<file path="src/rtl/npc_pc_unit_pkg.sv">
// Shared definitions for the next-PC unit: next-PC select encodings and the
// default reset / exception-vector addresses.
package npc_pc_unit_pkg;

    // D_NPCSel encoding produced by the D-stage decoder
    typedef enum logic [1:0] {
        NPC_SEQ = 2'b00,  // fall through (past the delay slot)
        NPC_BR  = 2'b01,  // conditional branch
        NPC_J   = 2'b10,  // j / jal
        NPC_JR  = 2'b11   // jr / jalr
    } npc_sel_e;

    localparam logic [31:0] RESET_PC = 32'h0000_3000;
    localparam logic [31:0] EXC_VEC  = 32'h0000_4180;

endpackage

</file>
<file path="src/rtl/npc_pc_unit_if.sv">
// Signal bundle between the pipeline (decoder, hazard unit, E stage,
// exception unit) and the next-PC unit. The unit itself uses the slave
// modport; the pipeline side uses master.
interface npc_pc_unit_if #(
    parameter int PC_W = 32
);
    // pipeline -> unit
    logic            stall;
    logic [PC_W-1:0] D_PCplus4;
    logic [25:0]     D_Imm26;
    logic [PC_W-1:0] D_RsData;
    logic [1:0]      D_NPCSel;
    logic            D_CMPResult;
    logic            D_Link;
    logic            D_IsRet;
    logic            D_RsHazard;
    logic            E_RetMiss;
    logic [PC_W-1:0] E_RetTarget;
    logic            exc_req;
    logic            eret_req;
    logic [PC_W-1:0] epc;
    // unit -> pipeline
    logic [PC_W-1:0] F_PC;
    logic [PC_W-1:0] D_PCplus8;
    logic            ras_pred;
    logic            ras_flush;
    logic            F_AdEL;

    modport master (
        output stall, D_PCplus4, D_Imm26, D_RsData, D_NPCSel, D_CMPResult,
               D_Link, D_IsRet, D_RsHazard, E_RetMiss, E_RetTarget,
               exc_req, eret_req, epc,
        input  F_PC, D_PCplus8, ras_pred, ras_flush, F_AdEL
    );

    modport slave (
        input  stall, D_PCplus4, D_Imm26, D_RsData, D_NPCSel, D_CMPResult,
               D_Link, D_IsRet, D_RsHazard, E_RetMiss, E_RetTarget,
               exc_req, eret_req, epc,
        output F_PC, D_PCplus8, ras_pred, ras_flush, F_AdEL
    );

endinterface

</file>
<file path="src/rtl/npc_ras.sv">
// Return-address stack: circular buffer of DEPTH link addresses.
// Top of stack is mem[ptr-1]. A push onto a full stack overwrites the oldest
// entry; a pop on an empty stack does nothing; push+pop in the same cycle
// replaces the top entry and leaves the depth unchanged.
module npc_ras #(
    parameter int PC_W  = 32,
    parameter int DEPTH = 4     // power of two, >= 2
) (
    input  logic            clk,
    input  logic            reset_n,
    input  logic            push,
    input  logic            pop,
    input  logic [PC_W-1:0] push_data,
    output logic [PC_W-1:0] top,
    output logic            nonempty
);

    localparam int PTR_W = $clog2(DEPTH);
    localparam int CNT_W = PTR_W + 1;

    logic [PC_W-1:0]  mem [DEPTH];
    logic [PTR_W-1:0] ptr;
    logic [PTR_W-1:0] top_idx;
    logic [CNT_W-1:0] count;
    logic             do_pop;

    assign top_idx  = ptr - PTR_W'(1);
    assign top      = mem[top_idx];
    assign nonempty = (count != '0);
    assign do_pop   = pop & nonempty;

    // Pointer and occupancy bookkeeping
    // NOTE: sequential state uses non-blocking (<=) so every flop samples pre-edge values.
    always_ff @(posedge clk or negedge reset_n) begin
        if (!reset_n) begin
            ptr   <= '0;
            count <= '0;
        end else if (push && do_pop) begin
            // top replaced in place: pointer and depth stay put
        end else if (push) begin
            ptr <= ptr + PTR_W'(1);
            if (count != CNT_W'(DEPTH))
                count <= count + CNT_W'(1);
        end else if (do_pop) begin
            ptr   <= ptr - PTR_W'(1);
            count <= count - CNT_W'(1);
        end
    end

    // Entry storage; a combined push+pop overwrites the current top
    // NOTE: storage is deliberately not reset -- count==0 already marks every entry invalid.
    always_ff @(posedge clk) begin
        if (push)
            mem[do_pop ? top_idx : ptr] <= push_data;
    end

endmodule

</file>
<file path="src/rtl/npc_pc_unit.sv">
// Next-PC generator and fetch PC register for a MIPS pipeline with branch
// delay slot. Control transfers are resolved in D; redirects from the
// exception unit and from E (return mispredict) override them, and a
// return-address stack predicts jr $ra while rs is still hazarded.
// Optional feature: define NPC_ALIGN_CHK_EN to get a registered fetch
// misalignment flag on F_AdEL; otherwise F_AdEL is tied low.
module npc_pc_unit #(
    parameter int              PC_W      = 32,
    parameter int              RAS_DEPTH = 4,
    parameter logic [PC_W-1:0] RESET_PC  = npc_pc_unit_pkg::RESET_PC,
    parameter logic [PC_W-1:0] EXC_VEC   = npc_pc_unit_pkg::EXC_VEC
) (
    input  logic               clk,
    input  logic               reset_n,
    npc_pc_unit_if.slave       bus
);

    import npc_pc_unit_pkg::*;

    npc_sel_e        sel;
    logic [PC_W-1:0] seq_pc;
    logic [PC_W-1:0] br_off;
    logic [PC_W-1:0] br_pc;
    logic [PC_W-1:0] j_pc;
    logic [PC_W-1:0] jr_pc;
    logic [PC_W-1:0] tgt_pc;
    logic [PC_W-1:0] f_pc_d;
    logic [PC_W-1:0] f_pc_q;
    logic [PC_W-1:0] ras_top;
    logic            ras_nonempty;
    logic            ras_pred;
    logic            redirect;
    logic            ras_en;
    logic            ras_push;
    logic            ras_pop;

    assign sel = npc_sel_e'(bus.D_NPCSel);

    // Candidate targets; all adds wrap modulo 2^PC_W
    assign seq_pc = bus.D_PCplus4 + PC_W'(4);
    assign br_off = {{(PC_W-18){bus.D_Imm26[15]}}, bus.D_Imm26[15:0], 2'b00};
    assign br_pc  = bus.D_PCplus4 + br_off;
    assign j_pc   = {bus.D_PCplus4[PC_W-1:28], bus.D_Imm26, 2'b00};

    // Use the stack top only when rs is not yet available and there is an entry
    assign ras_pred = bus.D_IsRet & bus.D_RsHazard & ras_nonempty;
    assign jr_pc    = ras_pred ? ras_top : bus.D_RsData;

    // Target select from the D-stage decode
    always_comb begin
        // NOTE: default assignment first so no path leaves tgt_pc unassigned (no latch).
        tgt_pc = seq_pc;
        case (sel)
            NPC_SEQ: tgt_pc = seq_pc;
            NPC_BR:  tgt_pc = bus.D_CMPResult ? br_pc : seq_pc;
            NPC_J:   tgt_pc = j_pc;
            NPC_JR:  tgt_pc = jr_pc;
            default: tgt_pc = seq_pc;
        endcase
    end

    assign redirect = bus.exc_req | bus.eret_req | bus.E_RetMiss;

    // Fetch PC source, highest priority first
    always_comb begin
        f_pc_d = tgt_pc;
        if (bus.exc_req)
            f_pc_d = EXC_VEC;
        else if (bus.eret_req)
            f_pc_d = bus.epc;
        else if (bus.E_RetMiss)
            f_pc_d = bus.E_RetTarget;
        else if (bus.stall)
            f_pc_d = f_pc_q;
    end

    // Fetch PC register
    always_ff @(posedge clk or negedge reset_n) begin
        if (!reset_n)
            f_pc_q <= RESET_PC;
        else
            f_pc_q <= f_pc_d;
    end

    // The stack only moves on an instruction that actually advances out of D;
    // redirects leave it untouched (no repair on exception or mispredict)
    assign ras_en   = ~bus.stall & ~redirect;
    assign ras_push = ras_en & bus.D_Link;
    assign ras_pop  = ras_en & (sel == NPC_JR) & bus.D_IsRet;

    npc_ras #(
        .PC_W  (PC_W),
        .DEPTH (RAS_DEPTH)
    ) u_ras (
        .clk       (clk),
        .reset_n   (reset_n),
        .push      (ras_push),
        .pop       (ras_pop),
        .push_data (seq_pc),
        .top       (ras_top),
        .nonempty  (ras_nonempty)
    );

    assign bus.F_PC      = f_pc_q;
    assign bus.D_PCplus8 = seq_pc;
    assign bus.ras_pred  = ras_pred;
    assign bus.ras_flush = bus.E_RetMiss;

`ifdef NPC_ALIGN_CHK_EN
    logic adel_q;

    // Misalignment flag travels with the PC it describes; the PC is still loaded
    always_ff @(posedge clk or negedge reset_n) begin
        if (!reset_n)
            adel_q <= 1'b0;
        else
            adel_q <= |f_pc_d[1:0];
    end

    assign bus.F_AdEL = adel_q;
`else
    assign bus.F_AdEL = 1'b0;
`endif

endmodule

</file>
<file path="src/flat_wrapper.sv">
// flat-port wrapper written by rule: the top's interface ports become plain ports
module npc_pc_unit_flat import npc_pc_unit_pkg::*;
#(
    parameter int              PC_W      = 32,
    parameter int              RAS_DEPTH = 4,
    parameter logic [PC_W-1:0] RESET_PC  = npc_pc_unit_pkg::RESET_PC,
    parameter logic [PC_W-1:0] EXC_VEC   = npc_pc_unit_pkg::EXC_VEC
)
  (clk, reset_n, bus_stall, bus_D_PCplus4, bus_D_Imm26, bus_D_RsData, bus_D_NPCSel, bus_D_CMPResult, bus_D_Link, bus_D_IsRet, bus_D_RsHazard, bus_E_RetMiss, bus_E_RetTarget, bus_exc_req, bus_eret_req, bus_epc, bus_F_PC, bus_D_PCplus8, bus_ras_pred, bus_ras_flush, bus_F_AdEL);
  npc_pc_unit_if #(.PC_W(PC_W)) bus_i ();
  input  logic clk;
  input  logic reset_n;
  input wire logic [$bits(bus_i.stall)-1:0] bus_stall;
  input wire logic [$bits(bus_i.D_PCplus4)-1:0] bus_D_PCplus4;
  input wire logic [$bits(bus_i.D_Imm26)-1:0] bus_D_Imm26;
  input wire logic [$bits(bus_i.D_RsData)-1:0] bus_D_RsData;
  input wire logic [$bits(bus_i.D_NPCSel)-1:0] bus_D_NPCSel;
  input wire logic [$bits(bus_i.D_CMPResult)-1:0] bus_D_CMPResult;
  input wire logic [$bits(bus_i.D_Link)-1:0] bus_D_Link;
  input wire logic [$bits(bus_i.D_IsRet)-1:0] bus_D_IsRet;
  input wire logic [$bits(bus_i.D_RsHazard)-1:0] bus_D_RsHazard;
  input wire logic [$bits(bus_i.E_RetMiss)-1:0] bus_E_RetMiss;
  input wire logic [$bits(bus_i.E_RetTarget)-1:0] bus_E_RetTarget;
  input wire logic [$bits(bus_i.exc_req)-1:0] bus_exc_req;
  input wire logic [$bits(bus_i.eret_req)-1:0] bus_eret_req;
  input wire logic [$bits(bus_i.epc)-1:0] bus_epc;
  output wire logic [$bits(bus_i.F_PC)-1:0] bus_F_PC;
  output wire logic [$bits(bus_i.D_PCplus8)-1:0] bus_D_PCplus8;
  output wire logic [$bits(bus_i.ras_pred)-1:0] bus_ras_pred;
  output wire logic [$bits(bus_i.ras_flush)-1:0] bus_ras_flush;
  output wire logic [$bits(bus_i.F_AdEL)-1:0] bus_F_AdEL;
  assign bus_i.stall = bus_stall;
  assign bus_i.D_PCplus4 = bus_D_PCplus4;
  assign bus_i.D_Imm26 = bus_D_Imm26;
  assign bus_i.D_RsData = bus_D_RsData;
  assign bus_i.D_NPCSel = bus_D_NPCSel;
  assign bus_i.D_CMPResult = bus_D_CMPResult;
  assign bus_i.D_Link = bus_D_Link;
  assign bus_i.D_IsRet = bus_D_IsRet;
  assign bus_i.D_RsHazard = bus_D_RsHazard;
  assign bus_i.E_RetMiss = bus_E_RetMiss;
  assign bus_i.E_RetTarget = bus_E_RetTarget;
  assign bus_i.exc_req = bus_exc_req;
  assign bus_i.eret_req = bus_eret_req;
  assign bus_i.epc = bus_epc;
  assign bus_F_PC = bus_i.F_PC;
  assign bus_D_PCplus8 = bus_i.D_PCplus8;
  assign bus_ras_pred = bus_i.ras_pred;
  assign bus_ras_flush = bus_i.ras_flush;
  assign bus_F_AdEL = bus_i.F_AdEL;
  npc_pc_unit #(.PC_W(PC_W), .RAS_DEPTH(RAS_DEPTH), .RESET_PC(RESET_PC), .EXC_VEC(EXC_VEC)) u_core (.clk(clk), .reset_n(reset_n), .bus(bus_i));
endmodule
</file>
<file path="config.mk">
export PLATFORM = sky130hd
export DESIGN_NAME = npc_pc_unit_flat
export DESIGN_NICKNAME = d
export VERILOG_FILES = /design/src/rtl/npc_pc_unit_pkg.sv /design/src/rtl/npc_pc_unit_if.sv /design/src/rtl/npc_ras.sv /design/src/rtl/npc_pc_unit.sv /design/src/flat_wrapper.sv
export SDC_FILE = /design/constraint.sdc
export NUM_CORES = 1
export LEC_CHECK = 0
export ABC_AREA = 1
export CAP_MARGIN = 20
export CORE_UTILIZATION = 58
export CTS_BUF_LIST = sky130_fd_sc_hd__clkbuf_8
export CTS_CLUSTER_DIAMETER = 80
export DETAILED_ROUTE_END_ITERATION = 7
export GPL_ROUTABILITY_DRIVEN = 0
export MAX_ROUTING_LAYER = met4
export PLACE_DENSITY = 0.89
export SLEW_MARGIN = 20
export SYNTH_ARGS = -nofsm -noshare
export SYNTH_HDL_FRONTEND = slang
export SYNTH_SLANG_ARGS = --single-unit
export TNS_END_PERCENT = 20
</file>
<file path="constraint.sdc">
create_clock -name clk -period 5.69 [get_ports clk]
set_clock_uncertainty 0.15 [all_clocks]
set_input_delay 0.8535 -clock clk [delete_from_list [all_inputs] [get_ports clk]]
set_output_delay 0.8535 -clock clk [all_outputs]
set_load 0.01 [all_outputs]
</file>
==> results.py, run 1 <==
metrics = {
    "synth": {
        "yosysSeqAreaShare_pct": 41.2,
        "synth_ff_type": "edfxtp_1",
        "yosys_warnings": 0,
        "synth_xor_area_share_pct": 1.58,
        "synth_area_mm2": 0.0116,
        "synth_fa_ha_area_share_pct": 3.58,
        "synth-seq-cells": 165,
        "syn_inst": 1619,
        "synth_compound_area_share_pct": 13.7,
        "synth_top_family_by_area": "simple AND/OR/NAND/NOR gates",
        "async_reset_ff_share_pct": 22.4,
        "synth_cell_types": 46,
        "synth_edf_count": 128,
        "muxShareOfSynthArea_pct": 0,
        "syn_nets": 1817,
        "yosys.area_share.simple_pct": 30.4,
        "syn_avg_cell_area_um2": 7.16,
    },
    "detailed_routing": {
        "routed_wl_um": 40500,
        "routed_via_density": 5.93,
        "drtIter0Drc": 1992,
        "ant_nets": 0,
        "wire_per_inst_um": 19.3,
        "drtPass1Iterations": 7,
        "via_count": 12400,
        "drc": 0,
    },
    "grt": {
        "grt_pass1_wl_um": 61200,
        "grt_pass1_vias": 11200,
        "grt_usage_pct": 41.2,
        "grt_max_degree": 64,
        "grt_overflow": 0,
        "antenna_found_initial": 0,
    },
    "die": {
        "num_io_pins": 233,
        "core_area_mm2": 0.0195,
        "fp.dieArea_mm2": 0.0206,
        "die_h_um": 143,
        "rows": 51,
        "die_x_um": 143,
        "start_util_pct": 59.4,
    },
    "timing": {
        "slew_violations": 0,
        "fin_setup_tns_ps": 0,
        "whs_ps": 322,
        "worstMarginPinSlew_ps": 1060,
        "report.final.hold_viol_count": 0,
        "clock.fmax_ghz": 0.225,
        "slew-limit-headroom_pct": 29.4,
        "post-route-period-util_pct": 78.1,
        "period_needed_ps": 4450,
        "setup_viol": 0,
        "rsz0062_at_grt": "no",
    },
    "cells_and_area": {
        "layout_commonest_cell": "nand2_1",
        "drive_above_1_share_pct": 4.86,
        "layout_common_cells": "nand2_1 (532), clkdlybuf4s50_1 (230), inv_1 (186), nor2_1 (183), edfxtp_1 (128)",
        "diodes": 0,
        "area_growth_pct": 24.0,
        "layout.nets": 2018,
    },
    "power_and_ir_drop": {
        "power_mw": 3.44,
        "peakVddDrop_mv": 0.173,
        "p_per_area_mw_per_mm2": 239,
        "power.leakage_nw": 6.38,
    },
    "setup_path": {
        "crit_slowest_cell": "clkdlybuf4s50_1",
        "endpoint_kind": "output port",
        "cp.arrival_ps": 3440,
        "worstSetupPathType": "primary input to output port",
        "worst-path-buf-inv": 4,
        "cp.required_ps": 4690,
        "path_common_cell": "clkdlybuf4s50_1",
        "critPathLaunchType": "primary input",
        "cp_max_fo": 9,
        "slowest_delay_ps": 740,
        "crit_family": "buffers and inverters",
        "path_cells": "clkdlybuf4s50_1 -> ha_1 -> nand3_2 -> inv_2 -> nand2_2 -> nor2b_4 -> nand2_1 -> xor2_1 -> inv_1 -> clkdlybuf4s50_1",
    },
    "clock_tree": {
        "cts-root-buf": "clkbuf_8",
        "cts.sinks": 165,
        "clkLatencyLatePin_ps": 480,
        "cts_resized": 0,
        "postCtsSetupRepairBufs": 0,
        "clkTransAtPathRegs_ps": 90,
        "ctsLongestPathBuffers": 2,
        "cts_tree": "built",
        "htree_levels": 4,
        "cts-hold-fix-buffers": 0,
        "numCtsBuffers": 17,
    },
    "flow_run": {
        "maxCapViolCount": 0,
    },
    "placement": {
        "io_buffers": 231,
        "dp_hpwl_um": 30300,
    },
    "worst_hold_path": {
        "min_path_type": "register to register",
    },
    "outcome": {
        "status": "complete, no violations",
    },
}
[stage by stage]
step | util, % | setup WS, ps | instance area (um2) | std cells
after CTS | 73.6 | 1330 | 14400 | 2098
after floorplan | - | 1940 | 11600 | 1619
final | 73.6 | 1240 | 14400 | 2098
after global placement | 71.6 | 1400 | 14000 | 2066
after global routing | 73.6 | 1190 | 14400 | 2098
after detailed placement | 71.6 | 1340 | 14000 | 2066
[logic make-up (layout without fill, tap and decap cells)]
group / Yosys count / after routing
DFF: 165 / 165
and+or+nand+nor: 867 / 867
buffers and inverters: 258 / 472
other: 1 / 1
xor gates and xnor gates: 20 / 20
AOI/OAI and AO/OA: 276 / 276
adders and majority gates: 32 / 32
[tightest hold or removal path, stage by stage, from the launching register on]
cell     delay, ps
dfstp_2        380
nand2_1         50
nand2_1         50
[path summary, 6_finish.rpt]
kind / from / endpoint / slack, ps / depth (start not counted)
hold reg to reg: u_core.bus.F_PC[13] / u_core.bus.F_PC[13] / 320 / 2
min in group asynchronous: reset_n / u_core.bus.F_PC[1] / 340 / 1
setup / recovery: bus_D_PCplus4[2] / bus_D_PCplus8[22] / 1240 / 10
max in group asynchronous: reset_n / u_core.bus.F_PC[19] / 4460 / 1
setup reg to reg: u_core.u_ras.ptr[0] / u_core.bus.F_PC[18] / 2280 / 12
hold / removal: u_core.bus.F_PC[13] / u_core.bus.F_PC[13] / 320 / 2
[power breakdown]
| part | total (mW) | internal [mW] | leakage [nW] | switching (mW) |
|---|---|---|---|---|
| clock network | 0.834 | 0.357 | 0.196 | 0.477 |
| logic | 1.23 | 0.453 | 4.58 | 0.772 |
| registers | 1.38 | 1.35 | 1.61 | 0.0328 |
[flip-flops by register name, indices dropped and copies added (netlist names)]
register / flops
u_core.u_ras.count: 3
u_core.u_ras.mem: 128
u_core.bus.F_PC: 32
u_core.u_ras.ptr: 2
[layout make-up]
cell class,count,area (um2)
inverter,193,724
tap,265,332
sequential,165,4770
multi-input combinational,1196,5730
clock inverter,15,144
clock buffer,17,234
timing repair buffer,247,2430
fill,1477,5160
[cells in the mapped netlist (22+ instances only)]
cell type,number,area share [%]
a21oi_1,120,5.2
edfxtp_1,128,33
clkbuf_1,28,0.91
o221ai_1,22,1.7
o22ai_1,31,1.7
nand3_1,98,4.2
dfrtp_1,35,7.6
o21ai_0,62,2.7
inv_1,184,6.0
ha_1,30,3.2
nand2_1,532,17
nor2_1,188,6.1
[routing by layer]
metal  part of all wire (%)  track usage, %
met1                     36            52.5
met2                     44            60.0
met3                     14            10.1
met4                    6.3            22.9
met5                      0               -
Note: power is estimated with default switching activity, not from simulation.
==> inputs of run 2 (changes only) <==
CORE_UTILIZATION = 54   (was 58)
PLACE_DENSITY = 0.83   (was 0.89)
clock period = 4.2 ns   (was 5.69 ns; I/O delays follow)
==> results.py, run 2 (synthesized netlist as in run 1, its figures left out) <==
metrics = {
    "clock_tree": {
        "cts.sinks": 165,
        "cts-root-buf": "clkbuf_8",
        "postCtsSetupRepairBufs": 0,
        "ctsLongestPathBuffers": 2,
        "clkTransAtPathRegs_ps": 110,
        "cts-hold-fix-buffers": 0,
        "numCtsBuffers": 17,
        "clkLatencyLatePin_ps": 470,
        "cts_resized": 0,
        "cts_tree": "built",
        "htree_levels": 4,
    },
    "timing": {
        "whs_ps": 125,
        "post-route-period-util_pct": 93.4,
        "fin_setup_tns_ps": 0,
        "fin_ws_ps": 275,
        "period_needed_ps": 3920,
        "slew_violations": 0,
        "rsz0062_at_grt": "no",
        "report.final.hold_viol_count": 0,
        "setup_viol": 0,
        "clock.fmax_ghz": 0.255,
        "worstMarginPinSlew_ps": 999,
        "slew-limit-headroom_pct": 33.3,
    },
    "setup_path": {
        "critPathLaunchType": "primary input",
        "cp.arrival_ps": 3140,
        "cp-startpoint": "bus_D_PCplus4[3]",
        "worstSetupPathType": "primary input to output port",
        "endpoint_kind": "output port",
        "rr_endpoint": "u_core.bus.F_PC[11]",
        "cp.required_ps": 3420,
        "reg2reg_depth": 13,
        "rrSetupSlack_ps": 1480,
        "r2r-start": "u_core.u_ras.ptr[0]",
        "cp_max_fo": 5,
    },
    "cells_and_area": {
        "final_util_pct": 68.7,
        "layout_common_cells": "nand2_1 (532), clkdlybuf4s50_1 (230), inv_1 (184), nor2_1 (183), edfxtp_1 (128)",
        "largest_register_ffs": 128,
        "diodes": 0,
        "stdcell_count": 2115,
        "fill_cells": 1730,
        "final_area_mm2": 0.0144,
        "layout.nets": 2025,
        "largest-register": "u_core.u_ras.mem",
        "area_growth_pct": 24.6,
        "multi_input_area_mm2": 0.00573,
        "regArea_mm2": 0.00477,
        "drive_above_1_share_pct": 5.33,
        "layout_commonest_cell": "nand2_1",
    },
    "grt": {
        "grt_overflow": 0,
        "grt_usage_pct": 38.4,
        "grt_max_degree": 56,
        "grt_pass1_vias": 11100,
        "antenna_found_initial": 0,
        "grt_pass1_wl_um": 61400,
    },
    "detailed_routing": {
        "drc": 0,
        "wire_per_inst_um": 19.5,
        "ant_nets": 0,
        "routed_via_density": 5.83,
        "drtIter0Drc": 1619,
        "drtPass1Iterations": 6,
        "routed_wl_um": 41200,
        "via_count": 12300,
    },
    "placement": {
        "pre_cts_slack_ps": 364,
        "dp_hpwl_um": 31400,
        "placed_area_mm2": 0.0141,
        "io_buffers": 231,
        "dp.cells": 2083,
    },
    "power_and_ir_drop": {
        "power_mw": 4.68,
        "power.leakage_nw": 6.42,
        "peakVddDrop_mv": 0.192,
        "p_per_area_mw_per_mm2": 324,
    },
    "outcome": {
        "status": "complete, no violations",
    },
    "die": {
        "die_x_um": 149,
        "die_h_um": 149,
        "rows": 53,
        "start_util_pct": 55.1,
        "fp.dieArea_mm2": 0.0221,
        "num_io_pins": 233,
        "core_area_mm2": 0.0210,
    },
    "flow_run": {
        "maxCapViolCount": 0,
    },
    "worst_hold_path": {
        "min_path_type": "primary input to asynchronous set/reset pin",
    },
}
[run 2: cell types whose count changed in the layout (fill, tap and decap cells not counted)]
cell	before	now
buf_4	16	23
bufinv_16	1	0
clkinv_2	1	0
clkinv_8	0	1
clkinvlp_4	2	1
inv_1	186	184
inv_8	3	7
[run 2: layer usage]
| layer | share of wire [%] | GRT usage (%) | vias to the layer above |
|---|---|---|---|
| met5 | 0 | - | - |
| met4 | 4.8 | 18.7 | 0 |
| met2 | 45 | 56.9 | 869 |
| met3 | 12 | 6.96 | 138 |
| met1 | 38 | 50.6 | 5597 |
| li1 | - | - | 5725 |
[run 2: worst max path at each step]
stage / endpoint / slack, ps / cells after the start
final: bus_D_PCplus8[18] / 280 / 9
after global routing: bus_D_PCplus8[25] / 220 / 10
after CTS: bus_D_PCplus8[18] / 370 / 9
after detailed placement: bus_D_PCplus8[18] / 360 / 9
after global placement: bus_D_PCplus8[18] / 420 / 9
after floorplan: u_core.u_ras.mem[0][0] / 670 / 10
[run 2: critical path: stages]
cell             delay [ps]
clkdlybuf4s50_1         620
ha_1                    290
nand3_2                 140
inv_2                    80
nand2_2                  80
nor2_1                  170
xor2_1                  410
inv_1                   190
clkdlybuf4s50_1         520
[run 2: final cells by class]
type,count,area share (%)
Tap cell,275,2.38
Sequential cell,165,33.0
Inverter,193,5.02
Timing Repair Buffer,254,17.2
Multi-Input combinational cell,1196,39.7
Clock buffer,17,1.62
Clock inverter,15,1.07
[run 2: power by group]
group | switching (mW) | internal, mW | leakage (nW)
clock | 0.689 | 0.451 | 0.198
sequential | 0.0545 | 1.83 | 1.61
combinational | 1.03 | 0.624 | 4.61
total | 1.78 | 2.90 | 6.42
==> inputs of run 3 (changes only) <==
HOLD_SLACK_MARGIN = 0.1   (was default)
SKIP_CTS_REPAIR_TIMING = 1   (was default)
==> results of run 3 <==
Same layout as run 2: the final DEF is identical, and so are final timing and power.
